[src/rtl/ahb_slave_mem.sv]
// AHB byte-wide memory slave with configurable wait states and a two-cycle
// ERROR response for out-of-range or unsupported transfers.
module ahb_slave_mem #(
    parameter int unsigned ADDR_BITS   = 8,
    parameter int unsigned WAIT_STATES = 1
) (
    input  logic        HCLK,
    input  logic        HRESET,
    input  logic        HSEL,
    input  logic [20:0] HADDR,
    input  logic        HWRITE,
    input  logic [1:0]  HTRANS,
    input  logic [7:0]  HWDATA,
    output logic [7:0]  HRDATA,
    output logic        HREADY,
    output logic        HRESP
);

    localparam int unsigned DEPTH = 1 << ADDR_BITS;
    localparam int unsigned CNT_W = 4;

    typedef enum logic [2:0] {
        ST_IDLE,
        ST_WAIT,
        ST_LAST,
        ST_ERR1,
        ST_ERR2
    } state_e;

    state_e               state_q, state_d;
    logic [CNT_W-1:0]     cnt_q, cnt_d;
    logic [ADDR_BITS-1:0] addr_q, addr_d;
    logic                 write_q, write_d;
    logic [7:0]           rdata_q, rdata_d;
    logic                 hready_q, hready_d;
    logic                 hresp_q, hresp_d;
    logic                 accept_c;
    logic                 okay_c;
    logic                 commit_c;

    logic [7:0] mem [DEPTH];

    assign HRDATA = rdata_q;
    assign HREADY = hready_q;
    assign HRESP  = hresp_q;

    // Next-state, address/write latch, read-data load and registered responses
    always_comb begin
        state_d  = state_q;
        cnt_d    = cnt_q;
        addr_d   = addr_q;
        write_d  = write_q;
        rdata_d  = rdata_q;
        accept_c = hready_q && HSEL && (HTRANS != 2'b00);
        okay_c   = (HTRANS == 2'b01) && ((HADDR >> ADDR_BITS) == 21'd0);
        commit_c = (state_q == ST_LAST) && write_q;

        case (state_q)
            ST_WAIT: begin
                cnt_d = (cnt_q == '0) ? '0 : cnt_q - CNT_W'(1);
                if (cnt_q <= CNT_W'(1)) begin
                    state_d = ST_LAST;
                end
            end
            ST_ERR1: begin
                state_d = ST_ERR2;
            end
            default: begin
                state_d = ST_IDLE;
                if (accept_c) begin
                    addr_d  = HADDR[ADDR_BITS-1:0];
                    write_d = HWRITE;
                    if (!okay_c) begin
                        state_d = ST_ERR1;
                    end else if (WAIT_STATES == 0) begin
                        state_d = ST_LAST;
                    end else begin
                        state_d = ST_WAIT;
                        cnt_d   = CNT_W'(WAIT_STATES);
                    end
                end
            end
        endcase

        // Every transition into LAST starts a fresh final data cycle.
        if ((state_d == ST_LAST) && !write_d) begin
            rdata_d = (commit_c && (addr_q == addr_d)) ? HWDATA : mem[addr_d];
        end

        hready_d = (state_d == ST_IDLE) || (state_d == ST_LAST) || (state_d == ST_ERR2);
        hresp_d  = (state_d == ST_ERR1) || (state_d == ST_ERR2);
    end

    always_ff @(posedge HCLK or posedge HRESET) begin
        if (HRESET) begin
            state_q  <= ST_IDLE;
            cnt_q    <= '0;
            addr_q   <= '0;
            write_q  <= 1'b0;
            rdata_q  <= 8'h00;
            hready_q <= 1'b1;
            hresp_q  <= 1'b0;
        end else begin
            state_q  <= state_d;
            cnt_q    <= cnt_d;
            addr_q   <= addr_d;
            write_q  <= write_d;
            rdata_q  <= rdata_d;
            hready_q <= hready_d;
            hresp_q  <= hresp_d;
        end
    end

    // Reset forces IDLE asynchronously, so a pending write can never commit.
    always_ff @(posedge HCLK) begin
        if (commit_c) begin
            mem[addr_q] <= HWDATA;
        end
    end

endmodule

[config.mk]
export PLATFORM = sky130hd
export DESIGN_NAME = ahb_slave_mem
export DESIGN_NICKNAME = d
export VERILOG_FILES = /design/src/rtl/ahb_slave_mem.sv
export SDC_FILE = /design/constraint.sdc
export NUM_CORES = 2
export LEC_CHECK = 0
export ABC_AREA = 0
export CAP_MARGIN = 0
export CORE_AREA = 2 2 435 437
export CTS_CLUSTER_DIAMETER = 200
export DETAILED_ROUTE_END_ITERATION = 12
export DIE_AREA = 0 0 437 439
export PLACE_DENSITY_LB_ADDON = 0.25
export RECOVER_POWER = 25
export SYNTH_ARGS = -nofsm -noshare
export SYNTH_HDL_FRONTEND = slang
export SYNTH_SLANG_ARGS = --single-unit
[constraint.sdc]
create_clock -name HCLK -period 6.1 [get_ports HCLK]
set_clock_uncertainty 0.1 [all_clocks]
set_input_delay 0.61 -clock HCLK [delete_from_list [all_inputs] [get_ports HCLK]]
set_output_delay 0.61 -clock HCLK [all_outputs]
set_load 0.02 [all_outputs]
==> impl_metrics.py <==
metrics = {
    "critical_path": {
        "cp_max_fo": 56,
        "endpoint": "HRDATA[6]$_DFFE_PP0P_",
        "critPathArrivalTime_ps": 6040,
        "worstReg2RegEnd": "HRDATA[6]$_DFFE_PP0P_",
        "required_ps": 6700,
        "crit_type": "flip-flop to flip-flop",
        "startpoint_type": "flip-flop",
        "end_kind": "flip-flop",
        "reg2reg_slack_ps": 650,
        "reg2reg_from": "HREADY$_DFF_PP1_",
        "crit_start": "HREADY$_DFF_PP1_",
        "ff2ff_path_depth": 10,
    },
    "route": {
        "vias": 52121,
        "antenna_left": 0,
        "drt-pass1-iter-count": 9,
        "vias_per_cell": 6.39,
        "drt_wl_total_um": 266000,
        "first_iter_violations": 7421,
        "drcViolationCount": 0,
        "wire_per_inst_um": 32.6,
    },
    "timing": {
        "finalMaxSlewViolations": 840,
        "hold_viol": 0,
        "finalCriticalPeriod_ps": 5450,
        "timing.hold.ws_ps": 403,
        "worstMarginPinSlew_ps": 5750,
        "finalSetupViolations": 0,
        "tns_ps": 0,
        "fmax_mhz": 184,
        "rsz0062_at_grt": "no",
        "max-slew-margin-rel_pct": -283,
        "post-route-period-util_pct": 89.3,
        "final.setup.worst_slack_ps": 653,
    },
    "global_routing": {
        "grtUsageTotal_pct": 27.3,
        "grt_pass1_vias": 49619,
        "antenna_found_initial": 11,
        "grt_overflow": 0,
        "grt_max_degree": 173,
        "grt_pass1_wl_um": 376000,
    },
    "yosys": {
        "ys_types": 89,
        "ys.flop_type": "edfxtp_1",
        "synthCells": 5424,
        "ys_seq_area_share_pct": 74.1,
        "ys_ff_latch": 2074,
        "ys_top_cells_by_area": "edfxtp_1 73%, mux2i_1 3.7%, nand2_1 2.9%, mux4_2 2.2%, a211oi_1 1.4%",
        "synth_edf_count": 2048,
        "yosysWarnings": 0,
        "synth_area_um2": 83900,
        "synthArstFlopShare_pct": 1.25,
        "synthTopCellsByCount": "2048 x edfxtp_1, 642 x nand2_1, 314 x mux2i_1",
        "synth.most_common_cell": "edfxtp_1",
        "synth_top_area_cell": "edfxtp_1",
        "syn_nets": 5459,
        "post-synth-top-area-fraction_pct": 73.3,
        "avgSynthCellArea_um2": 15.5,
    },
    "cts": {
        "clk_pin_slew_worst_paths_ps": 60,
        "cts_setup_buffers": 0,
        "cts_max_path_buffers": 3,
        "cts_buffers": 204,
        "htreeDepth": 4,
        "cts_resized": 0,
        "cts_sinks": 2074,
        "holdBufCountCts": 0,
        "clockRootBuffer": "clkbuf_16",
        "clock_latency_ps": 870,
        "cts_tree": "yes",
    },
    "placed_design": {
        "portBuffers": 44,
        "gp_congestion": 0.908,
        "dp_slack_ps": 289,
        "post-dp-hpwl_um": 161000,
    },
    "floorplanning": {
        "start_util_pct": 44.9,
        "die_area_um2": 192000,
        "rows": 159,
        "die_h_um": 439,
        "core_area_um2": 187000,
        "pin_count": 45,
        "fp.dieW_um": 437,
    },
    "cells_and_area": {
        "drive_gt1_share_pct": 11.9,
        "areaGrowthSynthToFinish_pct": 12.1,
        "multi_input_area_um2": 19600,
        "num-nets-final": 5524,
        "ff_latch_area_um2": 62200,
        "nFillCells": 15472,
    },
    "status": {
        "violations": "max-capacitance violations, max-slew violations",
        "status": "complete, but fails checks",
    },
    "power": {
        "leakage_nw": 30.7,
        "p_per_area_nw_per_um2": 465,
        "p_total_mw": 43.8,
        "ir_drop_v": 0.000470,
    },
    "hold_path": {
        "hold_class": "input pin to flip-flop",
        "hold_depth": 2,
    },
    "job": {
        "maxCapViolCount": 10,
    },
}
[layer usage]
layer  track usage, %  wire, um
met1             36.9    103000
met2             42.3    122000
met3             6.37     28500
met4             12.0     13000
met5                0        48
[cell usage in the layout (no fill, tap or decap), types with 18 or more instances in the layout]
cell type | Yosys | final
a2111oi_0 | 55 | 54
a211oi_1 | 162 | 162
a21oi_1 | 194 | 194
a221oi_1 | 18 | 18
a311oi_1 | 73 | 73
a31oi_1 | 79 | 77
and3_1 | 174 | 174
buf_12 | 3 | 42
buf_4 | 40 | 170
bufinv_16 | 0 | 18
clkbuf_1 | 163 | 50
clkbuf_16 | 0 | 207
clkdlybuf4s50_1 | 0 | 35
clkinv_1 | 1 | 54
clkinv_2 | 0 | 38
dfrtp_1 | 25 | 25
edfxtp_1 | 2048 | 2048
mux2_2 | 31 | 31
mux2i_1 | 314 | 310
mux4_2 | 83 | 83
nand2_1 | 642 | 638
nand2b_1 | 22 | 22
nand3_1 | 161 | 157
nor2_1 | 301 | 298
nor3_1 | 27 | 27
nor4_1 | 24 | 24
o21ai_0 | 133 | 132
o221ai_1 | 94 | 94
o22ai_1 | 96 | 96
[sequential cells by signal (all words and copies together) (netlist names)]
| register | cells |
|---|---|
| mem | 2048 |
| HRDATA | 8 |
| addr_q | 8 |
| cnt_q | 4 |
| state_q | 3 |
| HREADY | 1 |
| HRESP | 1 |
| write_q | 1 |
[worst max-delay path, cell delays in order (launching register included)]
cell and delay (ps):
dfstp_2 560, and2_1 410, a31oi_4 220, nor2_8 530, buf_12 380, buf_4 320, mux4_2 570, a221oi_1 880
a211oi_1 220, nor4_1 840, a211oi_1 110
[report_power, final]
group | switching, mW | internal (mW)
Clock | 5.46 | 7.02
Sequential | 0.225 | 15.8
Combinational | 10.6 | 4.63
Total | 16.3 | 27.5
[cell type report]
class | instances | share of cell area [%]
Multi-Input combinational cell | 2933 | 20.8
Inverter | 18 | 0.0958
Antenna cell | 3 | 0.00798
Tap cell | 2495 | 3.32
Sequential cell | 2074 | 66.1
Timing Repair Buffer | 258 | 2.68
Clock inverter | 127 | 1.25
Clock buffer | 251 | 5.72
[stage by stage]
step                      cell area (um2)  util, %  std cells
after global routing                94000     50.3       8156
final                               94000     50.3       8159
after detailed placement            87600     46.8       7778
after floorplan                     83900        -       5424
after global placement              87600     46.8       7778
after CTS                           94100     50.3       8156
[worst min-delay path by stage]
stage | start | to | slack, ps
floorplan | cnt_q[2]$_DFFE_PP0P_ | cnt_q[2]$_DFFE_PP0P_ | 400
global placement | cnt_q[2]$_DFFE_PP0P_ | cnt_q[2]$_DFFE_PP0P_ | 420
detailed placement | cnt_q[2]$_DFFE_PP0P_ | cnt_q[2]$_DFFE_PP0P_ | 440
CTS | HRESET | cnt_q[1]$_DFFE_PP0P_ | 30
global route | HWRITE | write_q$_DFF_PP0_ | 390
finish | HWRITE | write_q$_DFF_PP0_ | 400
[logic make-up (layout without fill, tap and decap cells)]
group / count (synthesis) / after routing / share of synthesized area [%]
mux: 432 / 432 / 6.47
buf+inv: 417 / 654 / 2.73
compound gates: 1087 / 1087 / 9.19
simple gates: 1414 / 1414 / 7.52
other cells: 0 / 3 / 0
flops: 2074 / 2074 / 74.1
No activity file was read; power rests on OpenSTA's default activity.
